===== src/rtl/costable_arbiter.sv =====
// Round-robin arbiter sharing one registered-read cosine ROM between two requesters.
// A tag pipeline matches the ROM latency and routes each returning sample to its requester.
module costable_arbiter #(
  parameter int ADDR_W  = 10,
  parameter int DATA_W  = 16,
  parameter int ROM_LAT = 1
) (
  input  logic              clk_i,
  input  logic              rst_i,
  input  logic              req0_i,
  input  logic [ADDR_W-1:0] addr0_i,
  output logic              gnt0_o,
  output logic              valid0_o,
  output logic [DATA_W-1:0] data0_o,
  input  logic              req1_i,
  input  logic [ADDR_W-1:0] addr1_i,
  output logic              gnt1_o,
  output logic              valid1_o,
  output logic [DATA_W-1:0] data1_o,
  output logic [ADDR_W-1:0] rom_addr_o,
  input  logic [DATA_W-1:0] rom_data_i
);

  logic              last_q;
  logic [ADDR_W-1:0] rom_addr_q, rom_addr_d;
  logic [ROM_LAT-1:0] tag_v_q, tag_v_d;
  logic [ROM_LAT-1:0] tag_id_q, tag_id_d;
  logic              valid0_q, valid1_q;
  logic [DATA_W-1:0] data0_q, data1_q;
  logic              gnt0, gnt1;
  logic              out_v, out_id;

  // On a tie the requester that was not served last wins.
  assign gnt0 = ~rst_i & req0_i & (~req1_i | last_q);
  assign gnt1 = ~rst_i & req1_i & (~req0_i | ~last_q);

  always_comb begin
    rom_addr_d = rom_addr_q;
    if (gnt0)      rom_addr_d = addr0_i;
    else if (gnt1) rom_addr_d = addr1_i;
  end

  always_comb begin
    tag_v_d     = tag_v_q;
    tag_id_d    = tag_id_q;
    tag_v_d[0]  = gnt0 | gnt1;
    tag_id_d[0] = gnt1;
    for (int i = 1; i < ROM_LAT; i++) begin
      tag_v_d[i]  = tag_v_q[i-1];
      tag_id_d[i] = tag_id_q[i-1];
    end
  end

  assign out_v  = tag_v_q[ROM_LAT-1];
  assign out_id = tag_id_q[ROM_LAT-1];

  always_ff @(posedge clk_i) begin
    if (rst_i) begin
      last_q     <= 1'b1;
      rom_addr_q <= '0;
      tag_v_q    <= '0;
      tag_id_q   <= '0;
      valid0_q   <= 1'b0;
      valid1_q   <= 1'b0;
      data0_q    <= '0;
      data1_q    <= '0;
    end else begin
      if (gnt0 | gnt1) last_q <= gnt1;
      rom_addr_q <= rom_addr_d;
      tag_v_q    <= tag_v_d;
      tag_id_q   <= tag_id_d;
      valid0_q   <= out_v & ~out_id;
      valid1_q   <= out_v & out_id;
      if (out_v & ~out_id) data0_q <= rom_data_i;
      if (out_v & out_id)  data1_q <= rom_data_i;
    end
  end

  // Outputs read as idle/zero for every cycle that reset is asserted.
  assign gnt0_o     = gnt0;
  assign gnt1_o     = gnt1;
  assign rom_addr_o = rst_i ? '0 : rom_addr_d;
  assign valid0_o   = valid0_q & ~rst_i;
  assign valid1_o   = valid1_q & ~rst_i;
  assign data0_o    = rst_i ? '0 : data0_q;
  assign data1_o    = rst_i ? '0 : data1_q;

endmodule

===== config.mk =====
export PLATFORM = sky130hd
export DESIGN_NAME = costable_arbiter
export DESIGN_NICKNAME = d
export VERILOG_FILES = /design/src/rtl/costable_arbiter.sv
export SDC_FILE = /design/constraint.sdc
export NUM_CORES = 1
export LEC_CHECK = 0
export ABC_CLOCK_PERIOD_IN_PS = 1400
export BUFFER_PORTS_ARGS = -buffer_cell sky130_fd_sc_hd__buf_2
export CAP_MARGIN = 5
export CORE_MARGIN = 5
export CORE_UTILIZATION = 47
export CTS_CLUSTER_DIAMETER = 40
export DETAILED_ROUTE_END_ITERATION = 10
export GPL_TIMING_DRIVEN = 1
export PLACE_DENSITY = 0.91
export SETUP_SLACK_MARGIN = 0.05
export SYNTH_ARGS = -nofsm -noshare
export SYNTH_HDL_FRONTEND = slang
export SYNTH_SLANG_ARGS = --single-unit

===== constraint.sdc =====
create_clock -name clk_i -period 1.4 [get_ports clk_i]
set_input_delay 0.07 -clock clk_i [delete_from_list [all_inputs] [get_ports clk_i]]
set_output_delay 0.07 -clock clk_i [all_outputs]
set_load 0.01 [all_outputs]

## Word-level counts from Yosys, hierarchy flattened

Index checks and enable logic that the tools add are counted.

- Mux-type cells: 5
- Bitwise gates (word level): 16

Operators by type and width:

| operator | number |
|---|---|
| 16-bit 2-to-1 mux | 2 |
| 10-bit 2-to-1 mux | 3 |
| 1-bit bitwise AND | 8 |
| 1-bit inverter | 5 |
| 1-bit bitwise OR | 3 |

- Register bits: 47
- Bits of input ports: 40

## Longest topological paths before layout

Gate-level depths: netlist of run 1.

- Depth after elaboration: 6
- Gate-level depth with buffers: 5

## Least setup slack after synthesis of run 1

No wires, ideal clock.

- Kind: flip-flop to flip-flop
- From: register last_q
- To: register rom_addr_q[1]
- Setup time: 141 ps
- Arrival: 902 ps
- Setup slack: 357 ps
- Cell stages (with the launch flop): 4
- Clock period less this slack: 1043 ps
- Path through: dfxtp_1 o21ai_2 buf_4 o221a_1

- Longest elaborated chain between the ends: 6
- Elaborated cells between the ends (all ways): 8
- Those cells by class: mux (3); bitwise (5)

Ends and longest elaborated chain:

| what | line | RTL |
|---|---|---|
| start: declaration | 24 | `logic last_q;` |
| start signal: assignment | 68 | `if (gnt0 \| gnt1) last_q <= gnt1;` |
| 1-bit inverter | 35 | `assign gnt1 = ~rst_i & req1_i & (~req0_i \| ~last_q);` |
| 1-bit bitwise OR | 35 |  |
| 1-bit bitwise AND | 35 |  |
| 10-bit 2-to-1 mux | 40 | `else if (gnt1) rom_addr_d = addr1_i;` |
| 10-bit 2-to-1 mux * | 39 | `if (gnt0) rom_addr_d = addr0_i;` |
| 10-bit 2-to-1 mux * | n/a |  |
| net rom_addr_o[1] | 20 | `output logic [ADDR_W-1:0] rom_addr_o,` |
| end signal: assignment | 69 | `rom_addr_q <= rom_addr_d;` |
| end: declaration | 25 | `logic [ADDR_W-1:0] rom_addr_q, rom_addr_d;` |

The timed path passes the listed nets; every way through them passes the cells marked *.
A chain may end at the register's enable or synchronous reset.

## Worst setup path after layout of run 1

- From: register last_q
- To: output port rom_addr_o[8]

- Longest elaborated chain between the ends: 6
- Elaborated cells between the ends (all ways): 8
- Those cells by class: mux (3); bitwise (5)

Ends and longest elaborated chain:

| what | line | RTL |
|---|---|---|
| 1-bit inverter | 35 |  |
| 1-bit bitwise OR | 35 |  |
| 1-bit bitwise AND | 35 |  |
| 10-bit 2-to-1 mux | 40 |  |
| 10-bit 2-to-1 mux * | 39 |  |
| 10-bit 2-to-1 mux * | 82 | `assign rom_addr_o = rst_i ? '0 : rom_addr_d;` |
| end: declaration | 20 |  |

Every way passes the cells marked *; elsewhere a longest branch is shown, timed or not.

==> results of run 1 <==
[cell families after synthesis]
group,after synthesis,synth area share [%]
AND/OR/NAND/NOR,59,18.4
flip-flops,47,46.4
multiplexers,10,7.40
AO/OA/AOI/OAI,48,21.3
buffers and inverters,18,6.60
[layer usage]
metal  wire length (um)  track usage (%)
met5                  0                0
met4                128             9.90
met3                258             5.28
met2               2740             33.2
met1               2080             22.3
[cells in the mapped netlist, drive strengths merged (10+ instances only)]
library cell,count,area (sq um)
buf,14,119
mux2,10,150
o221a,10,113
nor2b,34,213
dfxtp,47,941
o22a,32,280
nor2,13,72.6
nor3b,10,75.1
[worst max-delay path, delay by kind of cell, from the launching register on]
family	cells	cell delay [ps]
and+or+nand+nor	2	240
AOI/OAI and AO/OA	1	170
buffers and inverters	2	290
DFF	1	370
[per-stage QoR]
step	utilization [%]	TNS [ps]	power, mW	std cells	setup slack, ps
2_1_floorplan	-	0	1.79	182	357
3_5_place_dp	60.7	0	1.97	313	254
6_report	66.4	-38.4	2.94	326	-25.8
3_3_place_gp	60.7	0	1.96	313	287
4_1_cts	66.0	0	2.96	326	27.4
5_1_grt	66.4	-574	3.09	326	-116
[state kept, by name, summed over array words and instances, names as in the netlist]
name and flops:
out_v 1, valid0_q 1, valid1_q 1, last_q 1, out_id 1, rom_addr_q 10, data1_q 16, data0_q 16
[final timing paths]
| kind | cells after the start | end | slack, ps |
|---|---|---|---|
| worst max register to register | 3 | data0_q[9] | 240 |
| worst max-delay path | 5 | rom_addr_o[8] | -30 |
| worst min register to register | 2 | valid1_q | 580 |
| worst min-delay path | 2 | data1_q[1] | 20 |
[power by group through the flow]
stage               clock network (mW)  logic (mW)  registers, mW
floorplan                            0       0.316           1.48
global placement                     0       0.475           1.48
detailed placement                   0       0.489           1.48
CTS                              0.980       0.526           1.46
global route                      1.04       0.579           1.46
finish                           0.952       0.531           1.46
[layout by cell type (no fill, tap or decap)]
cell,netlist,routed
o21ai_2,1,1
nor2b_1,34,34
a21oi_1,2,2
clkinvlp_4,0,1
nand2b_1,1,1
nor3b_2,0,9
o22a_1,32,32
dfxtp_1,47,46
buf_4,3,14
bufinv_16,0,1
buf_8,1,1
nor3b_4,0,1
nor2_4,1,1
buf_2,5,85
a211oi_1,2,2
inv_1,2,2
nor2_1,11,11
nor2_8,1,1
mux2_4,10,10
nand2_2,1,1
buf_6,5,3
clkbuf_8,0,5
o221a_1,10,10
o21ai_0,1,1
dfxtp_4,0,1
[what timing repair did]
item,in CTS,in global routing
pin swaps,7,5
buffers inserted,5,0
gates cloned,1,0
endpoints found under the setup margin,10,10
resized for setup,16,3
[final cells by class]
class | instances | share of cell area (%)
multi-input cells | 117 | 37.3
flip-flops and latches | 47 | 34.8
repair buffers | 103 | 21.4
clock buffers | 5 | 2.54
well taps | 50 | 2.31
clock inverters | 2 | 1.38
inverters | 2 | 0.277
==> out/metrics.cfg, run 1 <==
[global_route]
grt_max_degree=19
antenna_found_initial=0
grt_pass1_vias=1763
grt_overflow_total=0
grt_usage_pct=19.5
grt_pass1_wl_um=8380

[cells_and_area]
layout.nets=316
drive_gt1_share_pct=48.9
synthToLayoutAreaGrowth_pct=33.6
n_antenna_cell=0
multi_input_area_sq_um=1010
register_area_sq_um=945
fillCellCount=325
final_area_sq_um=2710

[timing]
fmax_mhz=701
rsz0062_at_grt=yes
max_slew_margin_pct=70.3
drv_slew=0
worstMarginPinSlew_ps=445
hold_violations=0
skew_ps=8.70
hold_ws_ps=16.8
post-route-period-util_pct=102
period_minus_slack_ps=1430
finalSetupViolCount=2
post-route-worst-setup-slack_ps=-25.8

[cts]
cts_tree=done
path_clk_slew_ps=90
clk_latency_ps=290
cts_buffers=5
cts_sinks=47
ctsHtreeMaxLevel=2
cts_root_buf=clkbuf_8
clockBufferDepth=2
ctsHoldBuffers=0

[hold_path]
hp-class=input pin to register
hp-start=rom_data_i[1]

[run_status]
status=finished with violations
violations=negative setup slack

[detailed_routing]
drt-wirelength-per-cell_um=16.0
antenna_left=0
drt-total-wl_um=5200
drt_iter0_drc=80
dr.pass1.iters=4
via_per_inst=5.25
via_count=1713
drc=0

[synthesis]
synth-edff-count=0
async_reset_ff_share_pct=0
synth_nets=222
yosysWarnings=0
ys_seq_area_share_pct=46.4
synth_area_sq_um=2030
synthCells=182
syn_area_per_cell_sq_um=11.2
ys_ff_latch=47
yosysUniqueCellTypes=21
ys.flop_type=dfxtp_1

[critical_path]
arrival_ps=1360
crit_type=register to output port
max_stage_delay_ps=370
cp-end-kind=output port
path_cells=buf_8 > nor3b_2 > nor2_1 > o221a_1 > buf_2
slowest_stage=dfxtp_4
cp_max_fo=7
critPathLaunchType=register
crit_required_ps=1330
worstReg2RegStart=out_id
startpoint=last_q

[placed_design]
place_congestion=0.736
port_buffers=85
hpwl_um=3740
placed_area_sq_um=2480

[power]
powerDensity_nw_per_um2=1080
p_comb_share_pct=18.1
swShare_pct=24.2
power.share.clock_pct=32.4
leakagePower_nw=1.31
seqPwrFrac_pct=49.5
switching_power_mw=0.712
p_int_mw=2.23
ir_drop_mv=0.691

[die]
io_pins=86
dieArea_sq_um=5730
die_w_um=75.7
die_h_um=75.7
std_cell_rows=23
initial_core_util_pct=49.7
core_area_sq_um=4090

[job]
maxCapViolations=0

Note: power is estimated with default switching activity, not from simulation.
==> run 2: changes to the inputs <==
--- a/config.mk
+++ b/config.mk
@@ -14,6 +14,7 @@
 export DETAILED_ROUTE_END_ITERATION = 10
 export GPL_TIMING_DRIVEN = 1
 export PLACE_DENSITY = 0.91
+export RECOVER_POWER = 50
 export SETUP_SLACK_MARGIN = 0.05
 export SYNTH_ARGS = -nofsm -noshare
 export SYNTH_HDL_FRONTEND = slang
==> run 2 against run 1 <==
The flow still finishes with violations (negative setup slack). Flip-flop and latch count did not move. Largest power group unchanged. Clock skew fell by 0.61 ps. Hold slack improved by 2.3 ps. Count of clock-buffer cells in the layout did not move. Global-route usage did not move. Sequential share of layout area rose by 0.69 points. Total power fell by 0.52%. Non-clock buffer count did not move. Via count rose by 0.18%.
==> out/metrics.cfg, run 2 (synthesis gave the netlist of run 1 again) <==
[global_route]
grt_max_degree=19
antenna_found_initial=0
grt_overflow_total=0
grt_pass1_wl_um=8380
grt_usage_pct=19.5
grt_pass1_vias=1763

[cells_and_area]
mostFrequentLayoutCells=55 x buf_2, 46 x dfxtp_1, 34 x nor2b_1
top_regs=data0_q x16, data1_q x16, rom_addr_q x10
n_antenna_cell=0
synthToLayoutAreaGrowth_pct=31.0
multi_input_area_sq_um=996
final_area_sq_um=2660
register_area_sq_um=945
fillCellCount=339
drive_gt1_share_pct=37.0
final_common_cell=buf_2
layout.nets=316

[critical_path]
arrival_ps=1350
startpoint=last_q
r2r_slack_ps=250
cp_max_fo=7
r2r_end=data0_q[9]
worstReg2RegStart=out_id
crit_type=register to output port
worstRegToRegCells=3
cp-end-kind=output port
critPathLaunchType=register
crit_required_ps=1330

[cts]
cts_sinks=47
path_clk_slew_ps=90
cts_buffers=5
clockBufferDepth=2
cts_tree=done
ctsHoldBuffers=0
ctsHtreeMaxLevel=2
clk_latency_ps=290
cts_root_buf=clkbuf_8

[timing]
hold_violations=0
period_minus_slack_ps=1420
fmax_mhz=702
post-route-period-util_pct=102
drv_slew=0
rsz0062_at_grt=yes
worstMarginPinSlew_ps=447
tns_ps=-56.9
finalSetupViolCount=3
skew_ps=8.09
max_slew_margin_pct=70.2
hold_ws_ps=19.1
post-route-worst-setup-slack_ps=-24.6

[die]
std_cell_rows=23
dieArea_sq_um=5730
initial_core_util_pct=49.7
core_area_sq_um=4090
io_pins=86
die_w_um=75.7
die_h_um=75.7

[detailed_routing]
dr.pass1.iters=4
drt-wirelength-per-cell_um=15.9
drc=0
via_per_inst=5.26
via_count=1716
drt_iter0_drc=77
drt-total-wl_um=5200
antenna_left=0

[placed_design]
place_congestion=0.736
placed_area_sq_um=2480
hpwl_um=3740
port_buffers=85

[hold_path]
hp-start=rom_data_i[4]
min_path_cells=2
hp-class=input pin to register
whs_endpoint=data1_q[4]

[power]
powerDensity_nw_per_um2=1100
ir_drop_mv=0.690
leakagePower_nw=1.18

[run_status]
status=finished with violations
violations=negative setup slack

[job]
maxCapViolations=0

==> run 2: changes by cell type in the layout (fill, tap and decap cells not counted) <==
cell,change
clkbuf_1,+30
nor3b_1,+3
buf_2,-30
nor3b_2,-3
==> run 2: cell type report <==
cell class,count,share of cell area (%)
well taps,50,2.35
clock buffers,5,2.59
inverters,2,0.282
multi-input cells,117,37.5
flip-flops and latches,47,35.5
clock inverters,2,1.41
repair buffers,103,20.4
==> run 2: worst max-delay path by stage <==
stage,to,slack [ps],cells after the start
finish,rom_addr_o[8],-20,5
global route,rom_addr_o[8],-120,5
CTS,rom_addr_o[2],30,4
detailed placement,data0_q[5],250,3
global placement,data0_q[5],290,3
floorplan,rom_addr_q[1],360,3
==> run 2: repair_timing <==
item | CTS | global route
cloned | 1 | 0
buffers inserted | 5 | 0
setup endpoints to repair | 10 | 10
gates resized for setup | 16 | 3
pin swaps | 7 | 5
==> run 2: through the flow <==
| step | instances | power, mW | utilization (%) | worst slack [ps] |
|---|---|---|---|---|
| finish | 326 | 2.92 | 65.1 | -24.6 |
| global route | 326 | 3.08 | 65.1 | -116 |
| CTS | 326 | 2.96 | 66.0 | 27.4 |
| detailed placement | 313 | 1.97 | 60.7 | 254 |
| global placement | 313 | 1.96 | 60.7 | 287 |
| floorplan | 182 | 1.79 | - | 357 |
==> run 2: metal layers <==
metal	share of wire, %	vias to the layer above	track usage [%]	wire length, um
met5	0	-	0	0
met4	2.5	0	9.90	128
met3	5.1	12	5.28	264
met2	53	46	33.2	2730
met1	40	808	22.3	2080
li1	-	850	-	-
==> run 2: report_power, final <==
part / total [mW] / internal (mW) / switching [mW]
Sequential: 1.46 / 1.43 / 0.0255
Clock: 0.949 / 0.522 / 0.427
Combinational: 0.520 / 0.265 / 0.255
Total: 2.92 / 2.22 / 0.707
==> run 2: critical path, stage by stage (launching register included) <==
cell and delay [ps]:
dfxtp_4 370, buf_8 140, nor3b_2 170, nor2_1 80, o221a_1 160, buf_2 150
